==> src/rtl/fetch_sequencer.sv <==
// fetch_sequencer: stall-aware instruction fetch controller.
// Owns the PC and issues one memory request at a time using a req/ack handshake.
// It presents each fetched word to decode through a valid/ready handshake.
// Optional macro FETCH_ALIGN_CHECK_EN: a misaligned redirect target faults,
// and so does a misaligned RESET_PC.
module fetch_sequencer #(
    parameter int unsigned            WORD      = 64,
    parameter int unsigned            INSTR_LEN = 32,
    parameter logic [WORD-1:0]        RESET_PC  = '0,
    parameter int unsigned            TIMEOUT   = 15
) (
    input  logic                  clk,
    input  logic                  reset,
    output logic                  mem_req,
    output logic [WORD-1:0]       mem_addr,
    input  logic                  mem_ack,
    input  logic [INSTR_LEN-1:0]  mem_rdata,
    output logic [INSTR_LEN-1:0]  instruction,
    output logic [WORD-1:0]       cur_pc,
    output logic                  instr_valid,
    input  logic                  instr_ready,
    input  logic                  pc_src,
    input  logic [WORD-1:0]       branch_target,
    output logic                  fault
);

    localparam int unsigned CW = (TIMEOUT > 1) ? $clog2(TIMEOUT + 1) : 1;

    typedef enum logic [1:0] {
        IDLE,
        REQ,
        HOLD,
        FAULT
    } state_t;

    state_t          state;
    logic [WORD-1:0] pc;
    logic [CW-1:0]   wait_cnt;
    logic [CW-1:0]   cnt_inc;
    logic            timed_out;
    logic [WORD-1:0] next_pc;
    logic            reset_misaligned;
    logic            branch_misaligned;

    // The PC only changes at consume, so it doubles as the stable request address.
    assign mem_addr  = pc;
    assign cnt_inc   = wait_cnt + CW'(1);
    assign timed_out = (TIMEOUT != 0) && (cnt_inc == CW'(TIMEOUT));
    assign next_pc   = pc_src ? branch_target : cur_pc + WORD'(4);

`ifdef FETCH_ALIGN_CHECK_EN
    assign reset_misaligned  = (RESET_PC[1:0] != 2'b00);
    assign branch_misaligned = pc_src && (branch_target[1:0] != 2'b00);
`else
    assign reset_misaligned  = 1'b0;
    assign branch_misaligned = 1'b0;
`endif

    // Fetch FSM with registered handshake outputs; the async reset drops mem_req at once.
    always_ff @(posedge clk or posedge reset) begin
        if (reset) begin
            state       <= IDLE;
            pc          <= RESET_PC;
            cur_pc      <= RESET_PC;
            mem_req     <= 1'b0;
            instruction <= '0;
            instr_valid <= 1'b0;
            fault       <= 1'b0;
            wait_cnt    <= '0;
        end else begin
            case (state)
                IDLE: begin
                    if (reset_misaligned) begin
                        state <= FAULT;
                        fault <= 1'b1;
                    end else begin
                        state   <= REQ;
                        mem_req <= 1'b1;
                    end
                end
                REQ: begin
                    // An ack on the same edge the counter would expire takes priority.
                    if (mem_ack) begin
                        instruction <= mem_rdata;
                        cur_pc      <= pc;
                        instr_valid <= 1'b1;
                        wait_cnt    <= '0;
                        mem_req     <= 1'b0;
                        state       <= HOLD;
                    end else begin
                        wait_cnt <= cnt_inc;
                        if (timed_out) begin
                            mem_req <= 1'b0;
                            fault   <= 1'b1;
                            state   <= FAULT;
                        end
                    end
                end
                HOLD: begin
                    if (instr_ready) begin
                        instr_valid <= 1'b0;
                        if (branch_misaligned) begin
                            fault <= 1'b1;
                            state <= FAULT;
                        end else begin
                            pc      <= next_pc;
                            mem_req <= 1'b1;
                            state   <= REQ;
                        end
                    end
                end
                FAULT: begin
                    mem_req     <= 1'b0;
                    instr_valid <= 1'b0;
                    fault       <= 1'b1;
                end
                default: state <= FAULT;
            endcase
        end
    end

endmodule

==> config.mk <==
export PLATFORM = sky130hd
export DESIGN_NAME = fetch_sequencer
export DESIGN_NICKNAME = d
export VERILOG_FILES = /design/src/rtl/fetch_sequencer.sv
export SDC_FILE = /design/constraint.sdc
export NUM_CORES = 1
export LEC_CHECK = 0
export ABC_AREA = 0
export CAP_MARGIN = 30
export CORE_MARGIN = 2
export CORE_UTILIZATION = 30
export DETAILED_ROUTE_END_ITERATION = 8
export DONT_BUFFER_PORTS = 1
export HOLD_SLACK_MARGIN = 0.05
export PLACE_DENSITY = 0.42
export SYNTH_ARGS = -nofsm -noshare
export SYNTH_HDL_FRONTEND = slang
export SYNTH_SLANG_ARGS = --single-unit
==> constraint.sdc <==
create_clock -name clk -period 15.45 [get_ports clk]
set_input_delay 3.09 -clock clk [delete_from_list [all_inputs] [get_ports clk]]
set_output_delay 3.09 -clock clk [all_outputs]
set_load 0.05 [all_outputs]
-- Yosys cells after proc, flatten, opt, wreduce, memory -nomap -nowiden
Index checks and enable logic that the tools add are counted.
- output and inout port bits: 163
- bits in registers: 169
- logic and storage cells: 46
- bits of input ports: 101
- bitwise operators: 1
- muxes and demuxes: 16
- $add $sub $neg: 2
- reductions and logical operators: 10
- equality and inequality tests: 9
- operators by type and width (cell ; count):
    $add 64x3->64 const B ; 1
    $mux 64 ; 1
    $reduce_and 3->1 ; 3
    $ne 2x2->1 const B ; 4
    $mux 1 ; 7
    $mux 2 ; 3
    $pmux 2 s3 ; 1
    $reduce_and 2->1 ; 3
    $reduce_bool 3->1 ; 2
    $add 4x1->4 const B ; 1
    $eq 2x2->1 const B ; 2
    $eq 4x4->1 const B ; 1
    $mux 4 ; 1
    $pmux 1 s4 ; 1
    $ne 3x3->1 const B ; 1
    $pmux 1 s3 ; 1
    $eq 2x1->1 const B ; 1
    $logic_not 2->1 ; 1
    $pmux 1 s2 ; 1
    $reduce_or 2->1 ; 1
    $not 1->1 ; 1

-- Longest topological paths before layout
- word-level depth: 5
- depth in mapped cells: 11
- gate-level depth less buffers: 7

-- Worst setup path before layout
Ideal clock, no wire load.
- path type: input to register
- from: input port mem_ack
- to: register cur_pc[14]
- stages on the path: 5
- data arrival time: 4345 ps
- setup time: 125 ps
- path buffers: 3
- slack: 10980 ps
- path through: clkbuf_1 > nand3_1 > clkbuf_1 > buf_2 > mux2_2
- word-level cells in the longest chain between the ends: 1
- RTL lines (item ; line ; RTL):
    start: declaration ; 16 ; input logic mem_ack,
    $reduce_and 2->1 (no line) ; -- ;
    end signal: assignment ; 85 ; cur_pc <= pc;
    end: declaration ; 19 ; output logic [WORD-1:0] cur_pc,
No other way between the ends.
A chain may end at the register's enable or synchronous reset.

-- Worst setup path after layout
- from: input port mem_ack
- to: register cur_pc[19]
Same word-level chain as after synthesis.

==> metrics <==
fin crit share=between 20 and 30%; CTS tree=yes; CTS Buf Count=17; Post-layout nets=830; First-pass DRT Iterations=4; Final Setup Violations=0; crit path DAT=between 4 and 5 ns; IO Port Bufs=0; H-tree depth=4; Die Span X=approximately 170 um; Worst slew margin=40.0%; largest net degree at the start of global routing=between 70 and 80; start point of the worst hold path=wait_cnt[2]; final hold slack=0.543 ns; Initial DRC Count=380; total power=around 2.4 mW; via count=5717; layout cells sized above 1=roughly a fifth; fin worst setup slack=10.91 ns; vias per std cell=approximately 5.3; Clock Latency Late Sink=0.42 ns; Routed WL per cell=between 20 and 25 um; vias in the first global route=just under 6000; Power per Cell Area=approximately 260 nW/um^2; fin. max-slew vios=0; Hold Path Depth=2; detailed placement HPWL=around 17000 um; Post-synth top flop=dfrtp_1; Reg area=approximately 4200 sq um; Hold WC Path Type=reg -> reg; Async S/R FF share, synth=100%; CP Capture Type=flip-flop; flop2flop setup slack=12.13 ns; Final min period=approximately 4.5 ns; #FFs+latches synth=169; CTS max path bufs=2; Syn Inst Count=747; global-route wire length before repair=37100 um; clock tree sinks=169; clk root buf=clkbuf_16; Peak VDD IR=about 0.11 mV; Setup Fix Bufs, Post-CTS=0; critical path fanouts, max=54; initial antenna violation count=2; Final ANT Viol Nets=0; Synth Area per Inst=around 11 sq um; area of the mapped netlist=between 8000 and 9000 sq um; Starting Density=between 30% and 40%; CP startpoint=mem_ack; Yosys warnings=0; leak pwr=3.90 nW; RD Place Congestion=0.783; Final Hold Viols=0; Die Area=around 28000 sq um; Hold-fix buffers, CTS=0; reg2reg start=cur_pc[2]; Yosys cell types=46; status=finished clean; TNS Setup=0 ns; unrepaired setup endpoints after global routing=false; worst reg2reg path endpoint=mem_addr[46]; FILL cells=2711; multi-input logic area=3680 sq um; Die H=168 um; # resized after CTS=0; Clock Skew=0.0112 ns; utilization after layout=33.6%; Syn Nets=851; CP Class=in -> reg; startpoint types=input port; WL final=roughly 24000 um; R2R cell count=7; core area=roughly 27000 sq um; Worst Path Required=between 15 and 20 ns; pre-CTS setup slack=roughly 10 ns; Reg clk slew, reported paths=around 0.070 ns; maximum clock frequency=~220 MHz; total grt overflow=0; MaxCap Viol Count=0; Hold Path Sink=wait_cnt[2]; Slew @ Worst Pin=approximately 0.90 ns; GR Util All Layers=16.9%; residual DRC count=0; placement row count=60; num ports=about 260; sequential fraction of the synthesis area=52.2%; Area growth, synth to finish=10.9%; Post-synth EDFFs=0
==> final cells by class <==
| class | instances | area share [%] |
|---|---|---|
| Antenna cell | 1 | 0.0278 |
| Multi-Input combinational cell | 525 | 40.9 |
| Timing Repair Buffer | 6 | 0.640 |
| Sequential cell | 169 | 47.0 |
| Clock buffer | 20 | 4.97 |
| Clock inverter | 12 | 1.29 |
| Tap cell | 341 | 4.74 |
| Inverter | 7 | 0.348 |
==> cells in the mapped netlist, drive strengths merged, types with 20 or more instances <==
cell type | n | share of area, %
a21oi | 50 | 3.1
and3 | 26 | 2.0
o22ai | 23 | 1.9
nand4 | 20 | 1.8
dfrtp | 169 | 52
mux2 | 98 | 14
nand3 | 36 | 2.3
xor2 | 38 | 4.1
nand2 | 50 | 2.3
nor2 | 53 | 2.5
clkbuf | 34 | 1.6
o21ai | 55 | 3.4
==> worst max-delay path, cell delays in order <==
cell and delay [ns]:
nand3_4 0.51, buf_4 0.72, mux2_2 0.42
==> sequential cells by signal, indices dropped and copies added, names as in the netlist <==
register	cells
instr_valid	1
fault	1
wait_cnt	4
state	2
mem_req	1
instruction	32
mem_addr	64
cur_pc	64
==> layout by cell type (no fill, tap or decap), types with 19 or more instances in the layout <==
master   count
o21ai_0     50
and3_1      26
nand3_1     32
o22ai_1     22
nor2_1      52
dfrtp_1    169
mux2_2      98
xnor2_1     19
nand2_1     50
xor2_1      38
a21oi_1     50
==> per-layer routing <==
layer | vias to the layer above | part of all wire, % | GRT usage [%]
met3 | 15 | 9.0 | 7.17
met2 | 172 | 48 | 27.5
met4 | 2 | 1.1 | 4.42
li1 | 2616 | - | -
met5 | - | 0.054 | 0
met1 | 2912 | 42 | 20.8
==> report_power, final <==
| part | switching [mW] | total, mW | internal, mW |
|---|---|---|---|
| Combinational | 0.154 | 0.361 | 0.206 |
| Sequential | 0.952 | 1.57 | 0.622 |
| Clock | 0.192 | 0.420 | 0.229 |
==> how the worst max path moves through the flow <==
stage                            endpoint  slack [ns]  depth (start not counted)
final                          cur_pc[19]       10.91                          3
after global routing           cur_pc[35]       10.83                          3
after CTS                 instruction[22]       10.91                          3
after floorplan                 cur_pc[0]        7.78                          1
after detailed placement  instruction[17]       10.44                          3
after global placement         cur_pc[35]       10.52                          3
==> stage by stage <==
| stage | instances | instance area, sq um |
|---|---|---|
| after detailed placement | 1048 | 8430 |
| after global placement | 1047 | 8410 |
| after CTS | 1080 | 8990 |
| after global routing | 1080 | 8990 |
| after floorplan | 747 | 8110 |
| final | 1081 | 8990 |
==> cells by family after synthesis <==
| logic type | after synthesis | synth area share (%) |
|---|---|---|
| AOI/OAI and AO/OA | 138 | 9.32 |
| muxes | 105 | 14.5 |
| DFF | 169 | 52.2 |
| adders and majority gates | 3 | 0.463 |
| xor gates and xnor gates | 57 | 6.16 |
| buffers and inverters | 53 | 2.81 |
| and+or+nand+nor | 222 | 14.6 |
(Power assumes the default switching activity.)
